$ cat config.mk
export PLATFORM = sky130hd
export DESIGN_NAME = change_dispenser_flat
export DESIGN_NICKNAME = d
export VERILOG_FILES = /design/src/rtl/vend_pkg.sv /design/src/rtl/change_dispenser_if.sv /design/src/rtl/dispense_timer.sv /design/src/rtl/change_dispenser.sv /design/src/flat_wrapper.sv
export SDC_FILE = /design/constraint.sdc
export NUM_CORES = 1
export LEC_CHECK = 0
export ABC_AREA = 1
export CORE_MARGIN = 1
export CORE_UTILIZATION = 55
export DETAILED_ROUTE_END_ITERATION = 12
export PLACE_DENSITY = 0.85
export SETUP_SLACK_MARGIN = 0.2
export SLEW_MARGIN = 20
export SYNTH_ARGS = -nofsm -noshare
export SYNTH_HDL_FRONTEND = slang
export SYNTH_HIERARCHICAL = 1
export SYNTH_SLANG_ARGS = --single-unit
$ cat constraint.sdc
create_clock -name clock -period 2.8 [get_ports clock]
set_input_delay 0.28 -clock clock [delete_from_list [all_inputs] [get_ports clock]]
set_output_delay 0.28 -clock clock [all_outputs]
set_load 0.01 [all_outputs]
$ cat src/rtl/vend_pkg.sv
// vend_pkg: coin codes and dispenser state encoding shared by the vend/payout blocks
package vend_pkg;
  typedef enum logic [1:0] {COIN_0 = 2'b00, COIN_5 = 2'b01, COIN_10 = 2'b10} coin_t;
  typedef enum logic [2:0] {ST_IDLE, ST_SELECT, ST_PULSE, ST_WAIT, ST_DONE} disp_state_t;
endpackage

$ cat src/rtl/change_dispenser_if.sv
// change_dispenser_if: request, hopper and status signals of the coin payout engine
interface change_dispenser_if #(
  parameter int AMT_W = 4,
  parameter int INV_W = 8
);
  logic req;
  logic [AMT_W-1:0] amount;
  logic drop_sense;
  logic refill;
  logic [1:0] eject;
  logic busy;
  logic done;
  logic fault;
  logic [AMT_W-1:0] shortfall;
  logic [INV_W-1:0] inv5;
  logic [INV_W-1:0] inv10;
  modport master (
    output req, amount, drop_sense, refill,
    input eject, busy, done, fault, shortfall, inv5, inv10
  );
  modport slave (
    input req, amount, drop_sense, refill,
    output eject, busy, done, fault, shortfall, inv5, inv10
  );
endinterface

$ cat src/rtl/dispense_timer.sv
// dispense_timer: loadable down-counter timing both solenoid pulses and drop timeouts
module dispense_timer #(
  parameter int W = 4
) (
  input  logic clock,
  input  logic reset,
  input  logic load,
  input  logic [W-1:0] load_val,
  output logic expired
);
  logic [W-1:0] cnt;
  // load a fresh interval, otherwise count down and rest at zero
  always_ff @(posedge clock)
    cnt <= reset ? '0 : load ? load_val : cnt - W'(cnt != '0);
  assign expired = cnt == '0;
endmodule

$ cat src/rtl/change_dispenser.sv
// change_dispenser: pays out requested change as 5c/10c coins through hopper solenoids
module change_dispenser
  import vend_pkg::*;
#(
  parameter int AMT_W       = 4,
  parameter int INV_W       = 8,
  parameter int INV5_INIT   = 20,
  parameter int INV10_INIT  = 10,
  parameter int PULSE_CYC   = 4,
  parameter int TIMEOUT_CYC = 16
) (
  input logic clock,
  input logic reset,
  change_dispenser_if.slave bus
);
  localparam int TW = $clog2((PULSE_CYC > TIMEOUT_CYC ? PULSE_CYC : TIMEOUT_CYC) + 1);
  localparam logic [TW-1:0] PULSE_LOAD = TW'(PULSE_CYC - 1);
  localparam logic [TW-1:0] WAIT_LOAD = TW'(TIMEOUT_CYC - 1);
  disp_state_t state, state_n;
  coin_t coin, coin_n;
  logic [AMT_W-1:0] rem, rem_n, short_q, short_n;
  logic [INV_W-1:0] inv5, inv5_n, inv10, inv10_n;
  logic [1:0] eject, eject_n;
  logic busy, busy_n, done, done_n, fault, fault_n, seen, seen_n;
  logic t_load, t_exp, drop;
  logic [TW-1:0] t_val;
  // a drop noticed during the pulse is remembered so it counts exactly once in WAIT
  assign drop = seen | bus.drop_sense;
  dispense_timer #(.W(TW)) u_timer (
    .clock(clock),
    .reset(reset),
    .load(t_load),
    .load_val(t_val),
    .expired(t_exp)
  );
  // state and every output are registered
  always_ff @(posedge clock) begin
    if (reset) begin
      state <= ST_IDLE;
      coin <= COIN_0;
      rem <= '0;
      short_q <= '0;
      inv5 <= INV_W'(INV5_INIT);
      inv10 <= INV_W'(INV10_INIT);
      eject <= COIN_0;
      busy <= 1'b0;
      done <= 1'b0;
      fault <= 1'b0;
      seen <= 1'b0;
    end else begin
      state <= state_n;
      coin <= coin_n;
      rem <= rem_n;
      short_q <= short_n;
      inv5 <= inv5_n;
      inv10 <= inv10_n;
      eject <= eject_n;
      busy <= busy_n;
      done <= done_n;
      fault <= fault_n;
      seen <= seen_n;
    end
  end
  // next state: greedy 10c-first coin choice that never overpays or underflows a hopper
  always_comb begin
    state_n = state;
    coin_n = coin;
    rem_n = rem;
    short_n = short_q;
    inv5_n = inv5;
    inv10_n = inv10;
    eject_n = COIN_0;
    busy_n = busy;
    done_n = 1'b0;
    fault_n = 1'b0;
    seen_n = seen;
    t_load = 1'b0;
    t_val = PULSE_LOAD;
    case (state)
      ST_IDLE: begin
        if (bus.refill) begin
          inv5_n = INV_W'(INV5_INIT);
          inv10_n = INV_W'(INV10_INIT);
        end
        if (bus.req) begin
          rem_n = bus.amount;
          busy_n = 1'b1;
          state_n = ST_SELECT;
        end
      end
      ST_SELECT: begin
        if (rem == '0) begin
          done_n = 1'b1;
          short_n = '0;
          state_n = ST_DONE;
        end else if ((rem >= AMT_W'(2) && inv10 != '0) || inv5 != '0) begin
          coin_n = (rem >= AMT_W'(2) && inv10 != '0) ? COIN_10 : COIN_5;
          eject_n = (rem >= AMT_W'(2) && inv10 != '0) ? COIN_10 : COIN_5;
          seen_n = 1'b0;
          t_load = 1'b1;
          state_n = ST_PULSE;
        end else begin
          done_n = 1'b1;
          fault_n = 1'b1;
          short_n = rem;
          state_n = ST_DONE;
        end
      end
      ST_PULSE: begin
        seen_n = drop;
        eject_n = t_exp ? COIN_0 : coin;
        t_load = t_exp;
        t_val = WAIT_LOAD;
        state_n = t_exp ? ST_WAIT : ST_PULSE;
      end
      ST_WAIT: begin
        if (drop) begin
          inv10_n = coin == COIN_10 ? inv10 - INV_W'(1) : inv10;
          inv5_n = coin == COIN_10 ? inv5 : inv5 - INV_W'(1);
          rem_n = rem - (coin == COIN_10 ? AMT_W'(2) : AMT_W'(1));
          seen_n = 1'b0;
          state_n = ST_SELECT;
        end else if (t_exp) begin
          done_n = 1'b1;
          fault_n = 1'b1;
          short_n = rem;
          state_n = ST_DONE;
        end
      end
      ST_DONE: begin
        busy_n = 1'b0;
        state_n = ST_IDLE;
      end
      default: state_n = ST_IDLE;
    endcase
  end
  assign bus.eject = eject;
  assign bus.busy = busy;
  assign bus.done = done;
  assign bus.fault = fault;
  assign bus.shortfall = short_q;
  assign bus.inv5 = inv5;
  assign bus.inv10 = inv10;
endmodule

$ cat src/flat_wrapper.sv
// flat-port wrapper written by rule: the top's interface ports become plain ports
module change_dispenser_flat import vend_pkg::*;
#(
  parameter int AMT_W       = 4,
  parameter int INV_W       = 8,
  parameter int INV5_INIT   = 20,
  parameter int INV10_INIT  = 10,
  parameter int PULSE_CYC   = 4,
  parameter int TIMEOUT_CYC = 16
)
  (clock, reset, bus_req, bus_amount, bus_drop_sense, bus_refill, bus_eject, bus_busy, bus_done, bus_fault, bus_shortfall, bus_inv5, bus_inv10);
  change_dispenser_if #(.AMT_W(AMT_W), .INV_W(INV_W)) bus_i ();
  input logic clock;
  input logic reset;
  input wire logic [$bits(bus_i.req)-1:0] bus_req;
  input wire logic [$bits(bus_i.amount)-1:0] bus_amount;
  input wire logic [$bits(bus_i.drop_sense)-1:0] bus_drop_sense;
  input wire logic [$bits(bus_i.refill)-1:0] bus_refill;
  output wire logic [$bits(bus_i.eject)-1:0] bus_eject;
  output wire logic [$bits(bus_i.busy)-1:0] bus_busy;
  output wire logic [$bits(bus_i.done)-1:0] bus_done;
  output wire logic [$bits(bus_i.fault)-1:0] bus_fault;
  output wire logic [$bits(bus_i.shortfall)-1:0] bus_shortfall;
  output wire logic [$bits(bus_i.inv5)-1:0] bus_inv5;
  output wire logic [$bits(bus_i.inv10)-1:0] bus_inv10;
  assign bus_i.req = bus_req;
  assign bus_i.amount = bus_amount;
  assign bus_i.drop_sense = bus_drop_sense;
  assign bus_i.refill = bus_refill;
  assign bus_eject = bus_i.eject;
  assign bus_busy = bus_i.busy;
  assign bus_done = bus_i.done;
  assign bus_fault = bus_i.fault;
  assign bus_shortfall = bus_i.shortfall;
  assign bus_inv5 = bus_i.inv5;
  assign bus_inv10 = bus_i.inv10;
  change_dispenser #(.AMT_W(AMT_W), .INV_W(INV_W), .INV5_INIT(INV5_INIT), .INV10_INIT(INV10_INIT), .PULSE_CYC(PULSE_CYC), .TIMEOUT_CYC(TIMEOUT_CYC)) u_core (.clock(clock), .reset(reset), .bus(bus_i));
endmodule
### Word level (Yosys, flattened, before mapping)

Cells that the tools add are included.

| storage, ports and cells | value |
|---|---|
| logic and storage cells | 102 |
| register bits | 40 |
| input port bits | 9 |

| operators by class | value |
|---|---|
| magnitude comparators | 1 |
| muxes and demuxes | 47 |
| bitwise logic cells | 2 |
| reductions and logical operators | 20 |
| equality and inequality tests | 16 |
| add/subtract/negate cells | 4 |

Operators with widths:

| kind | number |
|---|---|
| 8-bit two-way mux | 6 |
| 8-bit case mux with 2 select lines | 2 |
| 4-bit two-way mux | 7 |
| 4-bit case mux with 2 select lines | 2 |
| 4-bit AND reduction | 4 |
| 8-bit nonzero test | 2 |
| 8-bit by 1-bit subtractor with 8-bit output, second input constant | 2 |
| 3-bit two-way mux | 5 |
| 1-bit two-way mux | 12 |
| 3-bit case mux with 4 select lines | 1 |
| 2-bit two-way mux | 5 |
| 2-bit != test, second input constant | 5 |
| 2-bit by 1-bit != test with 1-bit output, second input constant | 4 |
| 1-bit case mux with 2 select lines | 4 |
| 3-bit by 2-bit == test with 1-bit output, second input constant | 2 |
| 3-bit AND reduction | 2 |
| 2-bit nonzero test | 3 |
| 5-bit zero test | 1 |
| 5-bit two-way mux | 1 |
| 5-bit nonzero test | 1 |
| 5-bit by 1-bit subtractor with 5-bit output | 1 |
| 4-bit by 2-bit greater-or-equal comparator with 1-bit output, second input constant | 1 |
| 4-bit zero test | 1 |
| 2-bit case mux with 2 select lines | 1 |
| 14 further kinds | 15 |

### Depth between registers and ports, before layout

Gate-level depths: netlist (run 1).

| logic depth | value |
|---|---|
| depth in word-level cells | 7 |
| gate-level depth with buffers | 12 |
| gate-level depth less buffers | 12 |

### Cells and area by module

Netlist (run 1), hierarchy kept.

By module, submodules not included:

| module | seq. area each (µm²) | cells an instance | instances | area an instance (µm²) |
|---|---|---|---|---|
| change_dispenser | 700.7 | 292 | 1 | 1993.2 |
| dispense_timer | 100.1 | 40 | 1 | 274.0 |

### Worst setup path after synthesis (run 1)

Ideal clock, no wire load.

| path | value |
|---|---|
| kind | register to register |
| start | reg u_core.coin[1] |
| end | reg u_core.rem[1] |
| buffers on the path | 0 |
| stages on the path, launching flop included | 9 |
| slack | 1149 ps |
| setup time | 126 ps |
| data arrival time | 1526 ps |
| cell sequence | dfxtp_1 -> inv_1 -> nor2_2 -> inv_1 -> ha_1 -> fa_1 -> o21ai_0 -> o21ai_0 -> a21oi_1 |

| on the way | value |
|---|---|
| cells in the longest elaborated chain, start to end | 5 |

Ends and longest elaborated chain:

| what | RTL line | source |
|---|---|---|
| start: declaration | change_dispenser.sv:20 | `coin_t coin, coin_n;` |
| start signal: assignment | change_dispenser.sv:52 | `coin <= coin_n;` |
| 2-bit == test | change_dispenser.sv:120 | `rem_n = rem - (coin == COIN_10 ? AMT_W'(2) : AMT_W'(1));` |
| 2-bit two-way mux | change_dispenser.sv:120 |  |
| 4-bit subtractor | change_dispenser.sv:120 |  |
| 4-bit two-way mux | change_dispenser.sv:117 | `if (drop) begin` |
| 4-bit case mux with 2 select lines | change_dispenser.sv:79 | `case (state)` |
| end signal: assignment | change_dispenser.sv:53 | `rem <= rem_n;` |
| end: declaration | change_dispenser.sv:21 | `logic [AMT_W-1:0] rem, rem_n, short_q, short_n;` |

No other way between the ends. The select of a mux whose other input is x is not followed.
A chain may end at the register's enable or synchronous reset.

### Final worst setup path (run 1)

| path | value |
|---|---|
| start | reg u_core.state[2] |
| end | reg u_core.inv10[3] (netlist: u_core/bus.inv10[3]) |

| on the way | value |
|---|---|
| cells in the longest elaborated chain, start to end | 3 |
| elaborated cells on any way between the ends | 8 |

Ends and longest elaborated chain:

| what | RTL line | source |
|---|---|---|
| start: declaration | change_dispenser.sv:19 | `disp_state_t state, state_n;` |
| start signal: assignment | change_dispenser.sv:51 | `state <= state_n;` |
| 3-bit by 2-bit == test with 1-bit output / 3-bit zero test (equally long branches) | change_dispenser.sv:79 |  |
| 2-bit by 1-bit != test with 1-bit output (no source line) (tied with other cells) | n/a |  |
| 4-bit AND reduction (no source line) | n/a |  |
| end signal: assignment | change_dispenser.sv:44 | `inv10 <= INV_W'(INV10_INIT);` |
| end signal: assignment | change_dispenser.sv:56 | `inv10 <= inv10_n;` |
| end: declaration | change_dispenser.sv:22 | `logic [INV_W-1:0] inv5, inv5_n, inv10, inv10_n;` |

Parallel ways exist; a longest one is shown, timed or not.

==> flow_metrics.py, run 1 <==
metrics = {
    "worst_setup_path": {
        "worst_path_max_delay_cell": "dfxtp_1",
        "cp-end-kind": "flip-flop",
        "crit_chain": "inv_2 -> nand3_2 -> inv_2 -> nand2_1 -> nand2_1 -> nor2_2 -> inv_1 -> o21ai_0 -> nand3_1",
        "critPathArrivalTime_ns": 2.15,
        "cpLargestDelayFamily": "simple AND/OR/NAND/NOR gates",
        "worstSetupStartpointType": "flip-flop",
        "required_ns": 2.98,
        "path_class": "flip-flop to flip-flop",
        "critPathMaxFanout": 13,
        "cp_num_buf_inv": 3,
        "slowest_delay_ns": 0.44,
    },
    "layout": {
        "mostFrequentLayoutCells": "nand2_1 (71), inv_1 (52), dfxtp_1 (40)",
        "antenna_cells": 0,
        "areaGrowthSynthToFinish_pct": 19.5,
        "nNetsFinal": 386,
        "finish.utilization_pct": 71.3,
        "drive_gt1_share_pct": 8.97,
        "final_common_cell": "nand2_1",
    },
    "clocking": {
        "htreeDepth": 2,
        "cts_buffer_depth": 2,
        "ctsResizeCount": 0,
        "root_buffer": "clkbuf_8",
        "cts_setup_buffers": 0,
        "tritoncts": "done",
        "holdBufCountCts": 0,
        "cts_buffers": 5,
        "numClockSinks": 40,
        "clk_latency_ns": 0.29,
        "path_clk_slew_ns": 0.07,
    },
    "drt": {
        "wire_per_inst_um": 12.2,
        "viasPerCell": 5.26,
        "dr.pass1.iters": 5,
        "vias": 2188,
        "first_iter_violations": 193,
        "drc": 0,
        "wl_um": 5080,
        "antenna_left": 0,
    },
    "floorplan": {
        "die_y_um": 66.2,
        "ios": 34,
        "rows": 22,
        "dieWidth_um": 66.2,
        "initial_utilization_pct": 59.7,
        "coreArea_um2": 3800,
        "die-area_um2": 4380,
    },
    "power_and_ir_drop": {
        "leakage_nw": 1.24,
        "vdd_drop_max_mv": 0.587,
        "power_density_nw_per_um2": 992,
    },
    "sta": {
        "rsz0062_at_grt": "false",
        "fin_setup_tns_ns": 0,
        "setup_viol": 0,
        "fin_skew_ns": 0.00728,
        "period_share_pct": 70.6,
        "period_minus_slack_ns": 1.98,
        "fmax_mhz": 506,
        "slew_violations": 0,
        "hold_viol": 0,
    },
    "logic_synthesis": {
        "synth.distinct_cells": 31,
        "syn_inst": 332,
        "ys_ff_latch": 40,
        "ys_warn_count": 6,
        "synth_compound_area_share_pct": 11.9,
        "synthXorXnorAreaFrac_pct": 1.93,
        "synth-simple-area-share_pct": 33.8,
        "post_synth_instance_area_um2": 2270,
        "synth_fa_ha_area_share_pct": 5.30,
        "synthMuxAreaShare_pct": 0,
        "synth.avg_cell_area_um2": 6.83,
        "synth_top_family_by_area": "simple AND/OR/NAND/NOR gates",
        "ys_seq_area_share_pct": 35.3,
    },
    "place": {
        "place.gp.congestion": 0.876,
        "port_buffers": 33,
        "place_hpwl_um": 3640,
    },
    "grt": {
        "grt_pass1_wl_um": 8400,
        "grt_max_degree": 21,
        "grt_use_total_pct": 24.8,
        "grt_pass1_vias": 2005,
        "grt_overflow": 0,
        "antenna_found_initial": 0,
    },
    "worst_hold_path": {
        "hp-class": "flip-flop to flip-flop",
    },
    "flow_run": {
        "cap_viol_max_count": 0,
    },
    "run_status": {
        "status": "finished clean",
    },
}
final timing paths:
check	endpoint	slack, ns	cells after the start	start
worst max-delay path	u_core/bus.inv10[3]$_SDFFE_PP1P_	0.82	9	u_core/state[2]$_SDFFE_PP0P_
worst min-delay path	u_core/bus.inv10[0]$_SDFFE_PP0P_	0.48	2	u_core/bus.inv10[0]$_SDFFE_PP0P_
worst min register to register	u_core/bus.inv10[0]$_SDFFE_PP0P_	0.48	2	u_core/bus.inv10[0]$_SDFFE_PP0P_
worst max register to register	u_core/bus.inv10[3]$_SDFFE_PP1P_	0.82	9	u_core/state[2]$_SDFFE_PP0P_
through the flow:
stage / instances / hold slack [ns] / power [mW] / setup slack [ns] / cell area, um2
finish: 416 / 0.481 / 2.69 / 0.825 / 2710
global route: 416 / 0.508 / 2.91 / 0.580 / 2710
CTS: 416 / 0.484 / 2.68 / 0.830 / 2710
detailed placement: 409 / 0.475 / 2.31 / 0.810 / 2630
global placement: 409 / 0.463 / 2.25 / 0.845 / 2630
floorplan: 333 / 0.428 / 1.93 / 1.15 / 2270
registers in the layout (all words and copies together) (netlist names):
name and cells:
u_core/bus.inv5 8, u_core/bus.eject 2, u_core/bus.fault 1, u_core/bus.done 1
u_core/coin 2, u_core/bus.busy 1, u_core/u_timer/cnt 5, u_core/bus.inv10 8
u_core/seen 1, u_core/rem 4, u_core/state 3, u_core/bus.shortfall 4
cell families after synthesis:
logic type | after synthesis
and+or+nand+nor | 161
buffers and inverters | 65
AOI/OAI and AO/OA | 50
DFF | 40
adders and majority gates | 9
xor gates and xnor gates | 5
other | 2
routing by layer:
layer,GRT usage [%],wire (um),vias up
met5,0,0,-
met2,42.9,2460,73
met3,4.83,267,9
li1,-,-,1129
met1,29.6,2290,977
met4,10.6,68,0
layout make-up:
type,count,area (um2)
Clock buffer,6,72.6
Timing Repair Buffer,34,338
Fill cell,321,1090
Inverter,59,221
Sequential cell,40,801
Clock inverter,1,5.00
Multi-Input combinational cell,228,1210
Tap cell,48,60.1
power by group:
part           switching, mW  internal [mW]
clock network          0.189          0.169
registers              0.112          0.722
logic                  0.945          0.549
synthesized netlist by cell type, drive strengths merged:
cell type / number / area, um2
xor2: 3 / 26.3
o211ai: 2 / 15.0
clkinv: 2 / 7.51
fa: 1 / 20.0
a21oi: 25 / 125
a211oi: 1 / 7.51
clkbuf: 3 / 11.3
nor2: 41 / 191
buf: 3 / 26.3
nand3: 24 / 135
o21a: 2 / 15.0
nand2: 75 / 292
nor3: 3 / 25.0
ha: 8 / 100
dfxtp: 40 / 801
nand3b: 3 / 22.5
xnor2: 2 / 17.5
conb: 2 / 7.51
o21ai: 20 / 108
nand4: 15 / 100
inv: 57 / 214
tightest hold or removal path, cell delays in order (launching register included):
cell and delay (ns):
dfxtp_1 0.32, nand2_1 0.06, a21oi_1 0.05
Note: power is estimated with default switching activity, not from simulation.
==> run 2: changes to the inputs <==
--- a/config.mk
+++ b/config.mk
@@ -7,9 +7,9 @@
 export LEC_CHECK = 0
 export ABC_AREA = 1
 export CORE_MARGIN = 1
-export CORE_UTILIZATION = 55
+export CORE_UTILIZATION = 54
 export DETAILED_ROUTE_END_ITERATION = 12
-export PLACE_DENSITY = 0.85
+export PLACE_DENSITY = 0.84
 export SETUP_SLACK_MARGIN = 0.2
 export SLEW_MARGIN = 20
 export SYNTH_ARGS = -nofsm -noshare
==> constraint.sdc (replaced) <==
create_clock -name clock -period 1.9 [get_ports clock]
set_input_delay 0.19 -clock clock [delete_from_list [all_inputs] [get_ports clock]]
set_output_delay 0.19 -clock clock [all_outputs]
set_load 0.01 [all_outputs]
==> run 2 against run 1 <==
Effect of this change: combinational power up 58%; clock-buffer cell count unchanged; power up 54%; worst hold slack worse by 0.011 ns; critical path depth unchanged; register-to-register slack worse by 0.54 ns; fmax up 22%; cell count up 2.9%; global-route usage up 0.71 points; clock power up 50%; critical endpoint is now u_core/rem[3]$_SDFFE_PP0P_; highest routed layer unchanged.
==> flow_metrics.py, run 2 (synthesized netlist as in run 1, its figures left out) <==
metrics = {
    "run_status": {
        "status": "finished clean",
    },
    "floorplan": {
        "dieWidth_um": 66.8,
        "coreArea_um2": 4030,
        "initial_utilization_pct": 56.3,
        "die_y_um": 66.8,
        "die-area_um2": 4460,
        "ios": 34,
        "rows": 23,
    },
    "worst_setup_path": {
        "critPathArrivalTime_ns": 1.80,
        "r2r_cells": 9,
        "r2r-start": "u_core/coin[1]$_SDFFE_PP0P_",
        "worstSetupStartpointType": "flip-flop",
        "critPathMaxFanout": 3,
        "required_ns": 2.09,
        "cp-end-kind": "flip-flop",
        "startpoint": "u_core/coin[1]$_SDFFE_PP0P_",
        "path_class": "flip-flop to flip-flop",
    },
    "power_and_ir_drop": {
        "power_density_nw_per_um2": 1470,
        "p_sw_mw": 1.89,
        "p_sw_share_pct": 45.6,
        "p_int_mw": 2.25,
        "p_seq_share_pct": 30.0,
        "comb_power_share_pct": 57.0,
        "leakage_nw": 1.28,
        "vdd_drop_max_mv": 0.755,
        "pwr-share-clk_pct": 13.0,
    },
    "clocking": {
        "clk_latency_ns": 0.29,
        "cts_buffers": 5,
        "cts_buffer_depth": 2,
        "root_buffer": "clkbuf_8",
        "numClockSinks": 40,
        "holdBufCountCts": 0,
        "tritoncts": "done",
        "htreeDepth": 2,
        "path_clk_slew_ns": 0.07,
    },
    "grt": {
        "grt_use_total_pct": 25.5,
        "grt_pass1_wl_um": 8550,
        "grt_overflow": 0,
        "grt_pass1_vias": 1969,
        "antenna_found_initial": 0,
        "grt_max_degree": 16,
    },
    "drt": {
        "wire_per_inst_um": 12.0,
        "drc": 0,
        "met1_length_um": 2220,
        "first_iter_violations": 137,
        "top_layer": "met4",
        "wl_um": 5140,
        "viasPerCell": 5.35,
        "vias": 2290,
        "wl_met3_um": 296,
        "antenna_left": 0,
        "route.met2.wl_um": 2450,
        "dr.pass1.iters": 5,
    },
    "sta": {
        "period_share_pct": 85.0,
        "hold_viol": 0,
        "fmax_mhz": 619,
        "fin_setup_tns_ns": 0,
        "slew_violations": 0,
        "period_minus_slack_ns": 1.62,
        "setup_viol": 0,
        "rsz0062_at_grt": "true",
        "fin_skew_ns": 0.00377,
        "setup_ws_ns": 0.285,
    },
    "place": {
        "dp.cells": 419,
        "place_hpwl_um": 3750,
        "place.gp.congestion": 0.903,
        "port_buffers": 33,
        "pre_cts_slack_ns": 0.211,
    },
    "layout": {
        "stdcell_count": 428,
        "antenna_cells": 0,
        "fillers": 356,
        "nNetsFinal": 396,
        "reg_top3": "u_core/bus.inv10 (8), u_core/bus.inv5 (8), u_core/u_timer/cnt (5)",
        "drive_gt1_share_pct": 15.3,
        "mostFrequentLayoutCells": "nand2_1 (69), inv_1 (50), dfxtp_1 (36)",
        "final_common_cell": "nand2_1",
        "areaGrowthSynthToFinish_pct": 24.5,
    },
    "worst_hold_path": {
        "hp-class": "flip-flop to flip-flop",
        "hold_start": "u_core/coin[1]$_SDFFE_PP0P_",
        "min_delay_path_depth": 2,
    },
    "flow_run": {
        "cap_viol_max_count": 0,
    },
}
run 2: cell count changes in the layout (fill, tap and decap cells not counted), moves of 2 or more:
cell | before | now
nor2_1 | 32 | 29
buf_4 | 1 | 10
o21ai_0 | 15 | 13
inv_1 | 52 | 50
nand2_2 | 4 | 6
dfxtp_1 | 40 | 36
dfxtp_2 | 0 | 4
nor2_2 | 6 | 8
nand2_1 | 71 | 69
run 2: area by class of cell:
type	count	area [um2]	area share [%]
sequential	40	806	28.5
inverter	59	224	7.93
multi-input combinational	228	1240	44.0
tap	50	62.6	2.22
clock buffer	6	72.6	2.57
clock inverter	1	5.00	0.177
timing repair buffer	43	405	14.4
timing repair inverter	1	5.00	0.177
run 2: timing repair:
item                       4_1_cts  5_1_grt
gates resized for setup          2       17
gates cloned                     0        1
setup endpoints to repair        2       18
setup buffers                    0        1
pin swaps                        0        2
run 2: worst paths after layout:
kind	to	slack, ns
worst max-delay path	u_core/rem[3]$_SDFFE_PP0P_	0.28
worst min-delay path	u_core/coin[1]$_SDFFE_PP0P_	0.47
worst max register to register	u_core/rem[3]$_SDFFE_PP0P_	0.28
worst min register to register	u_core/coin[1]$_SDFFE_PP0P_	0.47
run 2: stage by stage:
stage                     area (um2)  util [%]  hold WS, ns  total power, mW
after detailed placement        2690      66.9        0.474             3.50
after global routing            2820      70.1        0.497             4.54
after global placement          2690      66.9        0.464             3.42
final                           2820      70.1        0.471             4.14
after floorplan                 2270         -        0.338             2.85
after CTS                       2780      68.9        0.476             4.06
run 2: power by group through the flow:
stage | sequential (mW) | combinational (mW) | clock (mW)
6_report | 1.24 | 2.36 | 0.537
2_1_floorplan | 1.27 | 1.58 | 0
4_1_cts | 1.23 | 2.28 | 0.545
3_5_place_dp | 1.25 | 2.25 | 0
5_1_grt | 1.27 | 2.68 | 0.591
3_3_place_gp | 1.24 | 2.18 | 0
run 2: worst max-delay path, cell delays in order (launching register included):
cell and delay (ns):
dfxtp_2 0.34, inv_1 0.06, nor2_4 0.10, inv_2 0.06, ha_1 0.26, inv_1 0.04, o21ai_0 0.29, xor2_1 0.12
o21ai_0 0.17, a21oi_1 0.08
run 2: metal layers:
metal  vias to the layer above  track usage [%]
li1                       1149                -
met1                      1037             32.6
met2                        84             40.5
met3                        20             5.82
met4                         0             11.2
met5                         -                0
